## config.mk

```make
export PLATFORM = sky130hd
export DESIGN_NAME = sha256_mem_responder
export DESIGN_NICKNAME = d
export VERILOG_FILES = /design/src/rtl/sha256_mem_responder.sv
export SDC_FILE = /design/constraint.sdc
export NUM_CORES = 2
export LEC_CHECK = 0
export CELL_PAD_IN_SITES_DETAIL_PLACEMENT = 1
export CELL_PAD_IN_SITES_GLOBAL_PLACEMENT = 1
export CORE_AREA = 3 3 555 557
export CTS_CLUSTER_DIAMETER = 200
export DETAILED_ROUTE_END_ITERATION = 12
export DIE_AREA = 0 0 558 560
export GPL_TIMING_DRIVEN = 1
export PLACE_DENSITY = 0.65
export SLEW_MARGIN = 40
export SYNTH_ARGS = -nofsm -noshare
export SYNTH_HDL_FRONTEND = slang
export SYNTH_SLANG_ARGS = --single-unit
```

## constraint.sdc

```tcl
create_clock -name clk -period 8.7 [get_ports clk]
set_input_delay 1.74 -clock clk [delete_from_list [all_inputs] [get_ports clk]]
set_output_delay 1.74 -clock clk [all_outputs]
set_load 0.05 [all_outputs]
```

## src/rtl/sha256_mem_responder.sv

```systemverilog
// Word-addressed memory for a SHA-256 engine with host preload and an
// 8-word digest capture window compared against an expected hash.
module sha256_mem_responder #(
  parameter int unsigned DEPTH = 64,
  parameter int unsigned AW    = 6
) (
  input  logic         clk,
  input  logic         reset,
  input  logic         mem_we,
  input  logic [15:0]  mem_addr,
  input  logic [31:0]  mem_write_data,
  output logic [31:0]  mem_read_data,
  input  logic         load_valid,
  output logic         load_ready,
  input  logic [15:0]  load_addr,
  input  logic [31:0]  load_data,
  input  logic         arm,
  input  logic [15:0]  out_base,
  input  logic [255:0] exp_hash,
  input  logic         clear,
  output logic [7:0]   capture_mask,
  output logic         hash_done,
  output logic         hash_match,
  output logic         addr_err
);

  localparam int unsigned WORD_W = 32;
  localparam int unsigned ADDR_W = 16;
  localparam int unsigned SLOTS  = 8;
  localparam int unsigned HASH_W = WORD_W * SLOTS;
  localparam logic [ADDR_W-1:0] DEPTH_A = ADDR_W'(DEPTH);

  localparam logic [1:0] ST_IDLE    = 2'd0;
  localparam logic [1:0] ST_ARMED   = 2'd1;
  localparam logic [1:0] ST_CAPTURE = 2'd2;
  localparam logic [1:0] ST_DONE    = 2'd3;

  logic [WORD_W-1:0] mem [DEPTH];

  logic [1:0]        state_q, state_d;
  logic [SLOTS-1:0]  mask_d;
  logic [HASH_W-1:0] cap_q, cap_d;
  logic [HASH_W-1:0] exp_q, exp_d;
  logic [ADDR_W-1:0] base_q, base_d;
  logic              match_d;

  logic              eng_in_range, load_in_range, load_fire;
  logic [AW-1:0]     eng_idx, load_idx;
  logic [ADDR_W-1:0] win_off;
  logic              win_hit;
  logic [2:0]        slot;

  assign eng_in_range  = (mem_addr < DEPTH_A);
  assign load_in_range = (load_addr < DEPTH_A);
  assign eng_idx       = mem_addr[AW-1:0];
  assign load_idx      = load_addr[AW-1:0];

  // Host loads only slip in while idle and the engine is not writing.
  assign load_ready = (state_q == ST_IDLE) && !mem_we;
  assign load_fire  = load_valid && load_ready;

  // Modulo-2^16 offset makes a window straddling 16'hFFFF wrap naturally.
  assign win_off = mem_addr - base_q;
  assign win_hit = mem_we && (win_off < ADDR_W'(SLOTS));
  assign slot    = win_off[2:0];

  // Memory array: single write port, never reset.
  always_ff @(posedge clk) begin
    if (mem_we && eng_in_range) begin
      mem[eng_idx] <= mem_write_data;
    end else if (load_fire && load_in_range) begin
      mem[load_idx] <= load_data;
    end
  end

  always_ff @(posedge clk) begin
    if (reset) begin
      mem_read_data <= '0;
    end else if (!mem_we) begin
      mem_read_data <= eng_in_range ? mem[eng_idx] : '0;
    end
  end

  always_ff @(posedge clk) begin
    if (reset) begin
      addr_err <= 1'b0;
    end else if (!eng_in_range || (load_fire && !load_in_range)) begin
      addr_err <= 1'b1;
    end
  end

  // Capture FSM next-state and datapath.
  always_comb begin
    state_d = state_q;
    mask_d  = capture_mask;
    cap_d   = cap_q;
    exp_d   = exp_q;
    base_d  = base_q;
    match_d = hash_match;
    case (state_q)
      ST_IDLE: begin
        if (arm) begin
          base_d  = out_base;
          exp_d   = exp_hash;
          mask_d  = '0;
          state_d = ST_ARMED;
        end
      end
      ST_ARMED, ST_CAPTURE: begin
        if (win_hit) begin
          cap_d[{~slot, 5'd0} +: WORD_W] = mem_write_data;
          mask_d  = capture_mask | (8'b1 << slot);
          state_d = (mask_d == 8'hFF) ? ST_DONE : ST_CAPTURE;
          match_d = (state_d == ST_DONE) && (cap_d == exp_q);
        end
      end
      ST_DONE: begin
        if (clear) begin
          state_d = ST_IDLE;
          mask_d  = '0;
          match_d = 1'b0;
        end
      end
      default: state_d = ST_IDLE;
    endcase
  end

  always_ff @(posedge clk) begin
    if (reset) begin
      state_q      <= ST_IDLE;
      capture_mask <= '0;
      cap_q        <= '0;
      exp_q        <= '0;
      base_q       <= '0;
      hash_done    <= 1'b0;
      hash_match   <= 1'b0;
    end else begin
      state_q      <= state_d;
      capture_mask <= mask_d;
      cap_q        <= cap_d;
      exp_q        <= exp_d;
      base_q       <= base_d;
      hash_done    <= (state_d == ST_DONE);
      hash_match   <= match_d;
    end
  end

endmodule

```

-- Word level (Yosys, flattened, before mapping)
Memories as Yosys holds them, arrays and structs flattened.
Cells that the tools add are included.
W data, S select, Z words.
- order comparisons: 3
- shifts and indexed selects: 3
- mux-type cells: 22
- reduce and logical (&&, ||, !) cells: 19
- add/sub/neg operators: 2
- bitwise logic cells: 2
- eq/ne operators: 10
- operators by type and width (cell ; number):
    $bwmux W256 ; 1
    $eq A256 B256 Y1 ; 1
    $shift A32 B10 Y256 const A ; 1
    $shiftx A32 B10 Y256 ; 1
    $mux W32 ; 2
    $lt A16 B7 Y1 const B ; 2
    $reduce_or A32 Y1 ; 1
    $mux W8 ; 3
    $pmux W8 S3 ; 1
    $lt A16 B4 Y1 const B ; 1
    $sub A16 B16 Y16 ; 1
    $neg A8 Y10 ; 1
    $mux W1 ; 9
    $eq A2 B2 Y1 const B ; 4
    $eq A8 B8 Y1 const B ; 1
    $or A8 B8 Y8 ; 1
    $shl A1 B3 Y8 const A ; 1
    $logic_and A1 B1 Y1 ; 7
    $mux W2 ; 3
    $mux W6 ; 1
    $ne A2 B2 Y1 const B ; 3
    $pmux W2 S3 ; 1
    $reduce_and A3 Y1 ; 2
    $reduce_and A2 Y1 ; 2
    8 further kinds ; 10
- input bits: 374
- register bits after elaboration: 573
- memory bits (writable): 2048
- logic and storage cells: 71
- memories kept: 1
- output and inout port bits: 44
- memory list (memory ; depth ; width ; read ports ; clocked after memory_dff ; write ports ; line ; source):
    mem ; 64 ; 32 ; 1 ; 0 ; 1 ; 38 ; logic [WORD_W-1:0] mem [DEPTH];

-- Depth between registers and ports, before layout
- depth after elaboration: 9
- depth in mapped cells: 24
- depth with buffers taken out: 16

-- Worst setup path before layout
No wires, ideal clock.
- path kind: input to register
- start point: in mem_addr[0]
- end point: reg hash_match
- stages on the path: 21
- arrival time: 7151 ps
- buffers on the path: 5
- library setup time: 69 ps
- slack: 1480 ps
- data required time: 8631 ps
- cells stage by stage: clkbuf_1 clkbuf_1 buf_1 clkbuf_1 inv_1 ha_1 inv_1 fa_1 ha_1 ha_1 or4b_1 a21oi_2 buf_6 mux2i_1 xnor2_1 a2111oi_2 nand4_1 or4_1 nor4_1 or4b_1 o21ai_1
- word-level cells in the longest chain between the ends: 9
- elaborated cells on any way between the ends: 19
- those cells by class: add/sub: 2; order compare: 1; eq/ne: 4; shift: 3; mux: 4; bitwise: 2; reduce/logical: 3
- RTL lines (element ; line ; source):
    start, declared ; 10 ; input logic [15:0] mem_addr,
    $sub A16 B16 Y16 * ; 63 ; assign win_off = mem_addr - base_q;
    $not A3 Y3 / $shl A1 B3 Y8 (equally long branches) ; 111, 112 ;
    $neg A8 Y10 / $or A8 B8 Y8 (equally long branches) ; 111, 112 ;
    $shiftx A32 B10 Y256, or another cell as far along ; 111 ; cap_d[{~slot, 5'd0} +: WORD_W] = mem_write_data;
    $bwmux W256 / $mux W1 (equally long branches) ; 111, 113 ;
    $eq A256 B256 Y1 / $eq A2 B2 Y1 (equally long branches) ; 114 ; match_d = (state_d == ST_DONE) && (cap_d == exp_q);
    $logic_and A1 B1 Y1 ; 114 ;
    $mux W1 ; 110 ; if (win_hit) begin
    $pmux W1 S2 ; 100 ; case (state_q)
    end signal, assigned ; 144 ; hash_match <= match_d;
    end, declared ; 23 ; output logic hash_match,
Mark *: on every way between the ends. The rest lies on a longest branch, timed or not. The select of a mux whose other input is x is not followed.
A chain may end at the register's enable or synchronous reset.

-- Final worst setup path
Same ends and word-level chain as after synthesis.

==> results by group <==
Place
  – Input/output buffers: 417
  – Detailed placement HPWL: 242.3 mm
  – Place WS: 795.4 ps
  – Gpl congestion: 0.9346
  – Post-placement cell area: 0.1167 mm²

Cells and area
  – Area grow syn2layout: 19.29%
  – Final Net Count: 7665
  – Fillcell total: 29910
  – Post-layout util: 0.4170
  – Finished Cell Area: 0.1264 mm²
  – Layout cells sized above 1: 0.1960

Clock network
  – Post_cts resized: 0
  – Hold-fix buffers, CTS: 0
  – Clock Sinks: 2621
  – CTS tree: built
  – Maximum root-to-sink buffer count: 4
  – Post-CTS Setup Bufs: 0
  – Root buffer cell: clkbuf_16
  – Clock-pin slew on the worst setup and hold paths: 60 ps
  – Worst skew pair latency: 900 ps
  – H-tree depth: 5
  – Num CTS Buffers: 289

Synth
  – YS warnings: 0
  – Syn Nets: 7172
  – EDFF count, synth: 2048
  – Yosys cell types: 75
  – Synth Area in XOR/XNOR: 0.01619
  – Compound-gate portion of the synthesized area: 0.05362
  – Largest family of logic cells by synthesized area: multiplexers
  – Ys flop type: edfxtp_1
  – Most frequent cell after synthesis: edfxtp_1
  – Post-synthesis mux area share: 0.1509
  – Post-synth ARST share: 0
  – Yosys reg bits: 2621
  – Synth cell count leaders: edfxtp_1, nand2_1, mux4_2
  – Leading post-synthesis cells by cell area: edfxtp_1, mux4_2, dfxtp_1
  – Top-area cell type share of the netlist area: 0.5805
  – Synth area leader: edfxtp_1
  – Post-Synth Adder-Cell Area: 0.003260
  – Cells after Synth: 6771
  – Synth Cell Area: 0.1059 mm²
  – Syn_area_per_cell: 15.65 µm²
  – Seq/Total Area, Yosys: 0.6888
  – Simple-gate share of the synthesized area: 0.06708

Floorplan
  – Die height: 560 µm
  – Site row count: 202
  – Starting Density: 0.3496
  – Ports: 418
  – Core area: 0.3030 mm²
  – Die area: 0.3125 mm²
  – Width of the chip: 558 µm

Timing
  – Fin. Hold Viols: 0
  – TNS Setup: 0 ps
  – RSZ-0062 raised after global routing: no
  – Slew Limit Fails: 0
  – Max Freq: 0.1418 GHz
  – Tmin final: 7054 ps
  – Slew HR: 0.3502
  – Setup Skew: 82.05 ps
  – Final Worst Setup Slack: 1646 ps
  – Final period util: 0.8108
  – Final Setup Violations: 0
  – Slew @ Worst Pin: 971.6 ps

Pwr
  – Maximum VDD drop: 152.9 µV
  – Power share of the combinational group: 0.079
  – Power Density: 225.0 mW/mm²
  – Clock power frac: 0.439
  – Switching fraction of total power: 0.2391
  – Sequential fraction of design power: 0.482
  – Leakage: 40.24 nW
  – Int Pwr: 21.63 mW
  – P_sw: 6.799 mW

Worst setup path
  – Crit-path slowest cell: a21oi_4
  – Most used cell, CP: ha_1
  – Worst Path Max Fanout: 19
  – Worst endpoint data arrival time: 7870 ps
  – Buf/Inv on CP: 5
  – Critical Path RT: 9510 ps
  – Slowest cell delay on critical path: 650 ps
  – Startpoint types: input port
  – Crit. End Element: register
  – WS Path Type: in -> reg
  – Critical path, cell by cell: buf_8 -> inv_1 -> ha_1 -> inv_1 -> fa_1 -> ha_1 -> ha_1 -> or4b_1 -> a21oi_4 -> buf_4 -> mux2i_1 -> xnor2_1 -> nor4_1 -> o2111ai_1 -> a2111oi_0 -> buf_4 -> nand4_1 -> or4b_1 -> o21ai_1
  – Crit-path leading delay family: adder cells

GRT
  – Vias in the first global route: 66900
  – Initial antenna violation count: 18
  – Total gr overflow: 0
  – First-pass GRT wire length: 521.9 mm
  – Largest net degree at the start of global routing: 167
  – Total GRT Usage: 0.2325

Hold path
  – Worst min path class: reg -> reg

Drt
  – Initial drt markers: 8542
  – Routed via count: 65780
  – DR vias/cell: 5.728
  – Final wirelength: 371.8 mm
  – Routed len/inst: 32.37 µm
  – Pre-antenna DRT Iters: 6
  – Post-route ant nets: 0
  – Drc violations: 0

Run
  – Max-cap violations: 0

Run status
  – Status: complete, no violations
==> tightest hold or removal path: stages (launching register included) <==
cell and delay (ps):
dfxtp_1 310, nand2_1 50, a21oi_1 50
==> stage by stage <==
stage / total power, mW / cells / hold WS [ps]
floorplan: 15.14 / 6771 / 428.8
detailed placement: 16.18 / 10950 / 442.5
finish: 28.43 / 11490 / 450.9
CTS: 28.60 / 11470 / 450.9
global route: 29.26 / 11480 / 469.6
global placement: 16.14 / 10900 / 434.4
==> power by group through the flow <==
stage	clock network, mW	registers (mW)	logic (mW)
after CTS	12.7	13.7	2.23
after floorplan	0	13.9	1.25
after global routing	13.2	13.7	2.37
final	12.5	13.7	2.24
after detailed placement	0	14.0	2.21
after global placement	0	14.0	2.17
==> per-layer routing <==
metal | up-vias | global-route usage | wire length [µm]
met5 | - | 0 | 27
met4 | 4 | 0.09058 | 15990
met3 | 628 | 0.03264 | 27400
met2 | 3070 | 0.3761 | 177200
met1 | 34930 | 0.3169 | 151100
li1 | 27150 | - | -
==> sequential cells by signal (all words and copies together), names as in the netlist <==
signal	flops
state_q	2
cap_q	256
base_q	16
mem_read_data	32
hash_done	1
exp_q	256
mem	2048
hash_match	1
capture_mask	8
addr_err	1
==> area by class of cell <==
type	count	area (µm²)	share of cell area
timing repair buffer	668	6857	0.05425
antenna	11	27.53	0.0002178
inverter	82	310.3	0.002455
tap	3978	4977	0.03938
clock buffer	358	7672	0.06071
multi-input combinational	3602	31690	0.2507
sequential	2621	72970	0.5774
clock inverter	165	1879	0.01487
==> placed cells by master (no fill, tap or decap), drive strengths merged, types with 25 or more instances in the layout <==
cell              n
a211oi           25
a21oi           525
a22oi           148
a31oi            29
and2             46
and3             33
buf             260
bufinv           31
clkbuf          358
clkdlybuf4s50   408
clkinv          105
dfxtp           573
edfxtp         2048
ha               26
inv             102
mux2i           119
mux4            654
nand2          1038
nand3           165
nand4            32
nor2            210
nor2b            26
nor3             30
nor4             29
o21ai            51
xnor2            90
xor2            105
==> final timing paths <==
kind / start / to / slack, ps / depth (start not counted)
worst max-delay path: mem_addr[0] / hash_match$_SDFFE_PP0P_ / 1650 / 19
worst max register to register: base_q[0]$_SDFFE_PP0P_ / hash_match$_SDFFE_PP0P_ / 2670 / 17
worst min register to register: cap_q[220]$_SDFFE_PP0P_ / cap_q[220]$_SDFFE_PP0P_ / 450 / 2
worst min-delay path: cap_q[220]$_SDFFE_PP0P_ / cap_q[220]$_SDFFE_PP0P_ / 450 / 2
==> kinds of logic (layout without fill, tap and decap cells) <==
group,count (synthesis),after routing
other,0,11
adder cells (fa/ha/maj),27,27
multiplexers,779,779
flip-flops,2621,2621
buffers and inverters,548,1273
XOR/XNOR,195,195
AO/OA/AOI/OAI,938,938
AND/OR/NAND/NOR,1663,1663
No activity file was read; power rests on OpenSTA's default activity.
